===== src/rtl/mem_port_arbiter_pkg.sv =====
`default_nettype none
// ============================================================================
// Module : mem_port_arbiter_pkg
// Brief  : State and access-size encodings shared by the memory port arbiter.
// Rev    : 1.0 - initial release
// ============================================================================
package mem_port_arbiter_pkg;

    localparam logic [1:0] c_arb_idle  = 2'd0;
    localparam logic [1:0] c_arb_fetch = 2'd1;
    localparam logic [1:0] c_arb_data  = 2'd2;

    // Access-size encoding matches the CU memsizesel field.
    localparam logic [1:0] c_msz_word  = 2'b00;
    localparam logic [1:0] c_msz_byte  = 2'b01;
    localparam logic [1:0] c_msz_half  = 2'b10;

    typedef enum logic [1:0] {
        ST_IDLE  = c_arb_idle,
        ST_FETCH = c_arb_fetch,
        ST_DATA  = c_arb_data
    } arb_state_e;

    // A pipeline step is complete once every request raised in it has been served.
    function automatic logic step_complete(
        input logic if_req,
        input logic if_done,
        input logic dm_req,
        input logic dm_done
    );
        return (!if_req || if_done) && (!dm_req || dm_done);
    endfunction

endpackage
`default_nettype wire


===== src/rtl/mem_port_arbiter.sv =====
`default_nettype none
// ============================================================================
// Module : mem_port_arbiter
// Brief  : Serialises IF fetches and MEM loads/stores onto one memory port
//          and strobes tick_tock when the current pipeline step is served.
// Rev    : 1.0 - initial release
// ============================================================================
module mem_port_arbiter #(
    parameter int ADDR_W = 32,
    parameter int DATA_W = 32
) (
    input  logic              clk,
    input  logic              rst,
    input  logic              if_req,
    input  logic [ADDR_W-1:0] if_addr,
    output logic [DATA_W-1:0] if_rdata,
    output logic              if_valid,
    input  logic              dm_req,
    input  logic              dm_we,
    input  logic [ADDR_W-1:0] dm_addr,
    input  logic [DATA_W-1:0] dm_wdata,
    input  logic [1:0]        dm_sizesel,
    output logic [DATA_W-1:0] dm_rdata,
    output logic              dm_valid,
    output logic              mem_req,
    output logic              mem_we,
    output logic [ADDR_W-1:0] mem_addr,
    output logic [DATA_W-1:0] mem_wdata,
    output logic [1:0]        mem_sizesel,
    input  logic [DATA_W-1:0] mem_rdata,
    input  logic              mem_ready,
    output logic              tick_tock
);
    import mem_port_arbiter_pkg::*;

    arb_state_e r_state;
    logic       r_if_done;
    logic       r_dm_done;
    logic       w_step_done;

    assign w_step_done = step_complete(if_req, r_if_done, dm_req, r_dm_done);

    // Gated by rst so the strobe is low while reset is held, not only after it.
    assign tick_tock = !rst && (r_state == ST_IDLE) && w_step_done;

    always_ff @(posedge clk or posedge rst) begin
        if (rst) begin
            r_state     <= ST_IDLE;
            r_if_done   <= 1'b0;
            r_dm_done   <= 1'b0;
            mem_req     <= 1'b0;
            mem_we      <= 1'b0;
            mem_addr    <= '0;
            mem_wdata   <= '0;
            mem_sizesel <= c_msz_word;
            if_rdata    <= '0;
            dm_rdata    <= '0;
            if_valid    <= 1'b0;
            dm_valid    <= 1'b0;
        end else begin
            if_valid <= 1'b0;
            dm_valid <= 1'b0;
            case (r_state)
                ST_IDLE: begin
                    if (w_step_done) begin
                        r_if_done <= 1'b0;
                        r_dm_done <= 1'b0;
                    end else if (dm_req && !r_dm_done) begin
                        // The MEM-stage instruction is older, so it wins.
                        r_state     <= ST_DATA;
                        mem_req     <= 1'b1;
                        mem_we      <= dm_we;
                        mem_addr    <= dm_addr;
                        mem_wdata   <= dm_wdata;
                        mem_sizesel <= dm_sizesel;
                    end else if (if_req && !r_if_done) begin
                        r_state     <= ST_FETCH;
                        mem_req     <= 1'b1;
                        mem_we      <= 1'b0;
                        mem_addr    <= if_addr;
                        mem_wdata   <= '0;
                        mem_sizesel <= c_msz_word;
                    end
                end
                ST_FETCH: begin
                    if (mem_ready) begin
                        r_state     <= ST_IDLE;
                        r_if_done   <= 1'b1;
                        if_rdata    <= mem_rdata;
                        if_valid    <= 1'b1;
                        mem_req     <= 1'b0;
                        mem_we      <= 1'b0;
                        mem_addr    <= '0;
                        mem_wdata   <= '0;
                        mem_sizesel <= c_msz_word;
                    end
                end
                ST_DATA: begin
                    if (mem_ready) begin
                        r_state     <= ST_IDLE;
                        r_dm_done   <= 1'b1;
                        dm_valid    <= 1'b1;
                        // Only loads return data; a store keeps the last load value.
                        if (!mem_we) begin
                            dm_rdata <= mem_rdata;
                        end
                        mem_req     <= 1'b0;
                        mem_we      <= 1'b0;
                        mem_addr    <= '0;
                        mem_wdata   <= '0;
                        mem_sizesel <= c_msz_word;
                    end
                end
                default: begin
                    r_state     <= ST_IDLE;
                    mem_req     <= 1'b0;
                    mem_we      <= 1'b0;
                    mem_addr    <= '0;
                    mem_wdata   <= '0;
                    mem_sizesel <= c_msz_word;
                end
            endcase
        end
    end

endmodule
`default_nettype wire


===== config.mk =====
export PLATFORM = sky130hd
export DESIGN_NAME = mem_port_arbiter
export DESIGN_NICKNAME = d
export VERILOG_FILES = /design/src/rtl/mem_port_arbiter_pkg.sv /design/src/rtl/mem_port_arbiter.sv
export SDC_FILE = /design/constraint.sdc
export NUM_CORES = 1
export LEC_CHECK = 0
export CORE_MARGIN = 2
export CORE_UTILIZATION = 25
export CTS_BUF_LIST = sky130_fd_sc_hd__clkbuf_4 sky130_fd_sc_hd__clkbuf_8 sky130_fd_sc_hd__clkbuf_16
export DETAILED_ROUTE_END_ITERATION = 16
export HOLD_SLACK_MARGIN = 0.05
export RECOVER_POWER = 50
export SYNTH_ARGS = -nofsm -noshare
export SYNTH_HDL_FRONTEND = slang
export SYNTH_SLANG_ARGS = --single-unit

===== constraint.sdc =====
create_clock -name clk -period 5.3 [get_ports clk]
set_input_delay 1.06 -clock clk [delete_from_list [all_inputs] [get_ports clk]]
set_output_delay 1.06 -clock clk [all_outputs]
set_load 0.03 [all_outputs]

==> impl_metrics.toml, run 1 <==
[yosys]
synth_simple_gate_area_share_pct = 1.90
synth_cells = 368
synth_xor_area_share_pct = 0
synth_area_leader_cell = "dfrtp_1"
ys_seq_area_share_pct = 59.7
synth.distinct_cells = 34
avgSynthCellArea_um2 = 15.7
synth-compound-area-share_pct = 12.9
synth_seq_cells = 138
synth-adder-area-share_pct = 0.866
ys.flop_type = "dfrtp_1"
synth_edf_count = 0
synthArstFlopShare_pct = 100
synth.area.mux_share_pct = 20.5
syn_area_um2 = 5780
syn-num-nets = 508
synth_top_area_share_pct = 59.7
synth_warnings = 0
synth_top_family_by_area = "multiplexers"
synth_area_leaders = "dfrtp_1 60%, mux2_2 11%, mux2_4 7.0%"

[power]
cellInternalPower_mw = 3.73
finalPower_mw = 6.17
vdd_drop_max_mv = 0.283
power.density_nw_per_um2 = 659
switching_share_pct = 39.5
clock_power_share_pct = 21.5
p_seq_share_pct = 28.9
p_leak_nw = 4.06
p_switching_mw = 2.44
p_comb_share_pct = 49.6

[status]
violations = "max-capacitance violations, max-slew violations"
status = "finished, violations left"

[timing]
period_share_pct = 75.0
fmax_mhz = 251
period_minus_slack_ns = 3.98
fin_ws_ns = 1.32
setup_tns_ns = 0
slew_headroom_pct = -67.1
hold_viol = 0
fin_skew_ns = 0.00759
grt_setup_unrepaired = "no"
slew_violations = 139
worst_slew_pin_slew_ns = 2.51
finalSetupViolations = 0

[cells_and_area]
multiInputGateArea_um2 = 2090
finalInstanceArea_um2 = 9360
area.sequential_um2 = 3450
nets = 777
fin_cells = 936
n_fill_cell = 2083
syn2layout_area_growth_pct = 61.9
drive_gt1_share_pct = 19.8

[placement]
gp_congestion = 0.776
portBuffers = 270
dp.cells = 902
dp_hpwl_mm = 11.6
placed_area_um2 = 8690
dp_slack_ns = 1.52

[die]
core_area_um2 = 22600
start_util_pct = 25.5
ios = 271
core.rowCount = 55
die_h_um = 156
dieArea_um2 = 24400
die_x_um = 156

[job]
drv_cap = 2

[clock_tree]
cts_tree = "done"
cts_buffer_depth = 2
clkTransAtPathRegs_ns = 0.06
root_buffer = "clkbuf_16"
ctsResizeCount = 0
clock-sinks = 138
h-tree-depth = 4
clk_latency_ns = 0.41
hold_buffers = 0
cts_setup_buffers = 0
cts_buffers = 17

[hold_path]
min_path_type = "flip-flop to flip-flop"

[route]
drt_first_iter_violations = 149
dr.pass1.iters = 4
wl_met2_mm = 8.40
wirelength_mm = 16.4
met1_length_mm = 6.43
wire_per_inst_um = 17.6
vias_per_cell = 4.54
vias = 4250
drc_errors = 0
topRoutingLayerUsed = "met4"
ant_nets = 0
wl_met3_mm = 1.29

[critical_path]
crit_type = "input pin to flip-flop"
cp_top_family = "buffers and inverters"
max_stage_delay_ns = 1.78
crit_arrival_ns = 4.27
path_cells = "dlygate4sd3_1 -> nand2b_2 -> clkbuf_1 -> mux2_2 -> a32o_1"
critPathCaptureType = "flip-flop"
start_kind = "input pin"
cp_slowest_cell = "clkbuf_1"
crit_fanout = 35
path_buf_inv = 2
critPathRequiredTime_ns = 5.59

[global_route]
grt_use_total_pct = 13.3
gr-total-overflow = 0
grt_max_degree = 103
grt_pass1_vias = 4600
antenna_found_initial = 1
grt_pass1_wl_mm = 25.0
[final cells by class]
class | count | share of cell area (%)
flip-flops and latches | 138 | 36.9
repair buffers | 277 | 29.5
multi-input cells | 196 | 22.4
clock buffers | 19 | 4.77
well taps | 285 | 3.81
clock inverters | 13 | 2.27
inverters | 7 | 0.321
diodes | 1 | 0.0267
[cell usage after synthesis, types with 2 or more instances]
cell type / instances
buf_6: 13
inv_1: 6
nand2_1: 3
ha_1: 4
a21oi_1: 2
a32o_1: 32
mux2_4: 27
a22o_1: 36
nand2b_1: 4
mux2_2: 57
buf_2: 12
mux2_1: 12
dfrtp_1: 138
clkbuf_1: 2
[per-stage QoR]
| stage | util [%] | hold slack [ns] |
|---|---|---|
| after global placement | 38.4 | 0.475 |
| after global routing | 41.3 | 0.499 |
| after CTS | 41.3 | 0.500 |
| after detailed placement | 38.4 | 0.482 |
| final | 41.3 | 0.487 |
| after floorplan | - | 0.476 |
[registers in the layout (all words and copies together) (netlist names)]
register and cells:
dm_rdata 32, dm_valid 1, if_rdata 32, if_valid 1, mem_addr 32, mem_req 1, mem_sizesel 2, mem_wdata 32
mem_we 1, r_dm_done 1, r_if_done 1, r_state 2
[final timing paths]
path                               from  depth (start not counted)           end  slack, ns
hold / removal             dm_rdata[18]                          1  dm_rdata[18]       0.49
min in group asynchronous           rst                          2     r_dm_done       1.82
max in group asynchronous           rst                          3  if_rdata[30]       1.73
hold reg to reg            dm_rdata[18]                          1  dm_rdata[18]       0.49
setup reg to reg              r_dm_done                          4  mem_addr[31]       2.16
setup / recovery                 dm_req                          5  mem_addr[31]       1.32
[cell families (layout without fill, tap and decap cells)]
kind of cell               Yosys count  count (layout)
and+or+nand+nor                     16              16
other                                0               1
muxes                               96              96
buffers and inverters               34             316
DFF                                138             138
AOI/OAI and AO/OA                   80              80
adders and majority gates            4               4
[layer usage]
| layer | vias up | track usage, % |
|---|---|---|
| met1 | 2112 | 14.3 |
| met3 | 21 | 4.97 |
| met2 | 175 | 23.8 |
| met4 | 0 | 4.76 |
| met5 | - | 0 |
| li1 | 1942 | - |
[power groups by stage]
stage	logic, mW	registers (mW)	clock network, mW
final	3.06	1.78	1.33
after global routing	3.22	1.84	1.43
after CTS	3.12	1.79	1.37
after detailed placement	3.11	1.80	0
after global placement	3.07	1.78	0
after floorplan	0.960	2.70	0
[cells in the final DEF, fill, tap and decap left out, drive strengths merged, types with 5 or more instances in the layout]
master           n
dlygate4sd3     51
dfrtp          138
a32o            32
mux2            96
clkdlybuf4s50  219
nand2b           5
clkbuf          22
a22o            36
clkinv           6
inv              8
bufinv           5
(Power assumes the default switching activity.)
==> run 2: changes to the inputs <==
==> constraint.sdc (replaced) <==
create_clock -name clk -period 3.6 [get_ports clk]
set_input_delay 0.72 -clock clk [delete_from_list [all_inputs] [get_ports clk]]
set_output_delay 0.72 -clock clk [all_outputs]
set_load 0.03 [all_outputs]
==> run 2 against run 1 <==
Against the previous run:
- the run still ends with max-capacitance violations, max-slew violations left
- global-route usage up 0.27 points
- hold slack better by 0.0087 ns
- sequential cell count unchanged
- sequential power up 48%
- via count barely moved
- register-to-register slack got worse by 1.4 ns
- sequential share of layout area rose by 0.40 points
- critical path type is now flip-flop to primary output
==> impl_metrics.toml, run 2 (synthesis results as in run 1) <==
[die]
start_util_pct = 25.5
core_area_um2 = 22600
die_x_um = 156
die_h_um = 156
dieArea_um2 = 24400
core.rowCount = 55
ios = 271

[cells_and_area]
final_cell_mix = "268 x clkdlybuf4s50_1, 138 x dfrtp_1, 57 x mux2_2"
n_fill_cell = 2133
area.sequential_um2 = 3450
mostFrequentLayoutCell = "clkdlybuf4s50_1"
nets = 780
syn2layout_area_growth_pct = 60.1
drive_gt1_share_pct = 20.1
n_antenna_cell = 0
multiInputGateArea_um2 = 2090

[timing]
fin_ws_ns = 0.467
slew_violations = 76
finalSetupViolations = 0
worst_slew_pin_slew_ns = 1.68
slew_headroom_pct = -12.0
fin_skew_ns = 0.00986
fmax_mhz = 319
period_share_pct = 87.0
setup_tns_ns = 0
hold_viol = 0
grt_setup_unrepaired = "no"
period_minus_slack_ns = 3.13

[power]
vdd_drop_max_mv = 0.449
p_leak_nw = 3.92
power.density_nw_per_um2 = 957
finalPower_mw = 8.86

[clock_tree]
root_buffer = "clkbuf_16"
h-tree-depth = 4
ctsResizeCount = 0
cts_tree = "done"
cts_buffers = 17
clk_latency_ns = 0.41
hold_buffers = 0
cts_buffer_depth = 2
clkTransAtPathRegs_ns = 0.06
cts_setup_buffers = 0
clock-sinks = 138

[job]
drv_cap = 2

[critical_path]
max_stage_delay_ns = 0.75
crit_arrival_ns = 2.41
crit_fanout = 6
crit_type = "flip-flop to primary output"
cp_slowest_cell = "clkdlybuf4s50_1"
cp_top_family = "buffers and inverters"
path_cells = "inv_1 -> ha_1 -> inv_1 -> nor4_1 -> clkdlybuf4s50_1"
path_common_cell = "inv_1"
critPathCaptureType = "primary output"
path_buf_inv = 3
critPathRequiredTime_ns = 2.88
start_kind = "flip-flop"

[global_route]
grt_use_total_pct = 13.5
grt_pass1_vias = 4767
antenna_found_initial = 0
grt_pass1_wl_mm = 25.9
gr-total-overflow = 0
grt_max_degree = 64

[route]
wirelength_mm = 16.6
drc_errors = 0
dr.pass1.iters = 4
vias_per_cell = 4.53
wire_per_inst_um = 17.7
drt_first_iter_violations = 170
ant_nets = 0
vias = 4253

[placement]
portBuffers = 270
gp_congestion = 0.763
dp_slack_ns = 0.559
dp_hpwl_mm = 12.1

[status]
status = "finished, violations left"
violations = "max-capacitance violations, max-slew violations"

[hold_path]
min_path_type = "flip-flop to flip-flop"
run 2: changes by cell type in the layout (fill, tap and decap cells not counted), sizes merged, moves of 3 or more:
cell	before	now
dlygate4sd3	51	2
inv	8	11
clkinv	6	3
clkdlybuf4s50	219	268
bufinv	5	1
clkinvlp	1	6
run 2: metrics by stage:
step                      cells  cell area, µm²  hold WS [ns]  util, %
after floorplan             368            5790         0.476        -
after global placement      906            8730         0.475     38.5
after detailed placement    906            8730         0.481     38.5
after CTS                   938            9300         0.501     41.1
after global routing        938            9260         0.511     40.9
final                       938            9260         0.496     40.9
run 2: power breakdown:
group          internal, mW  leakage, nW  switching [mW]
registers              2.25         1.74           0.386
clock network         0.973        0.266           0.709
logic                  2.03         1.91            2.52
run 2: final cells by class:
cell class	count	area share (%)
repair buffers	280	29.9
well taps	285	3.85
multi-input cells	196	22.6
inverters	7	0.297
clock inverters	14	1.47
flip-flops and latches	138	37.3
clock buffers	18	4.68
run 2: routing by layer:
layer | part of all wire [%] | track usage [%] | vias up | routed length [µm]
li1 | - | - | 1935 | -
met1 | 39 | 14.7 | 2137 | 6450
met2 | 52 | 24.7 | 161 | 8560
met3 | 8.0 | 4.83 | 20 | 1330
met4 | 1.6 | 4.06 | 0 | 273
met5 | 0 | 0 | - | 0
run 2: final timing paths:
path / startpoint / end / slack (ns) / cells after the start
hold / removal: dm_rdata[15] / dm_rdata[15] / 0.50 / 1
min in group asynchronous: rst / r_dm_done / 1.20 / 2
hold reg to reg: dm_rdata[15] / dm_rdata[15] / 0.50 / 1
max in group asynchronous: rst / if_rdata[19] / 0.78 / 3
setup / recovery: r_state[0] / tick_tock / 0.47 / 5
setup reg to reg: r_state[0] / mem_wdata[9] / 0.73 / 6
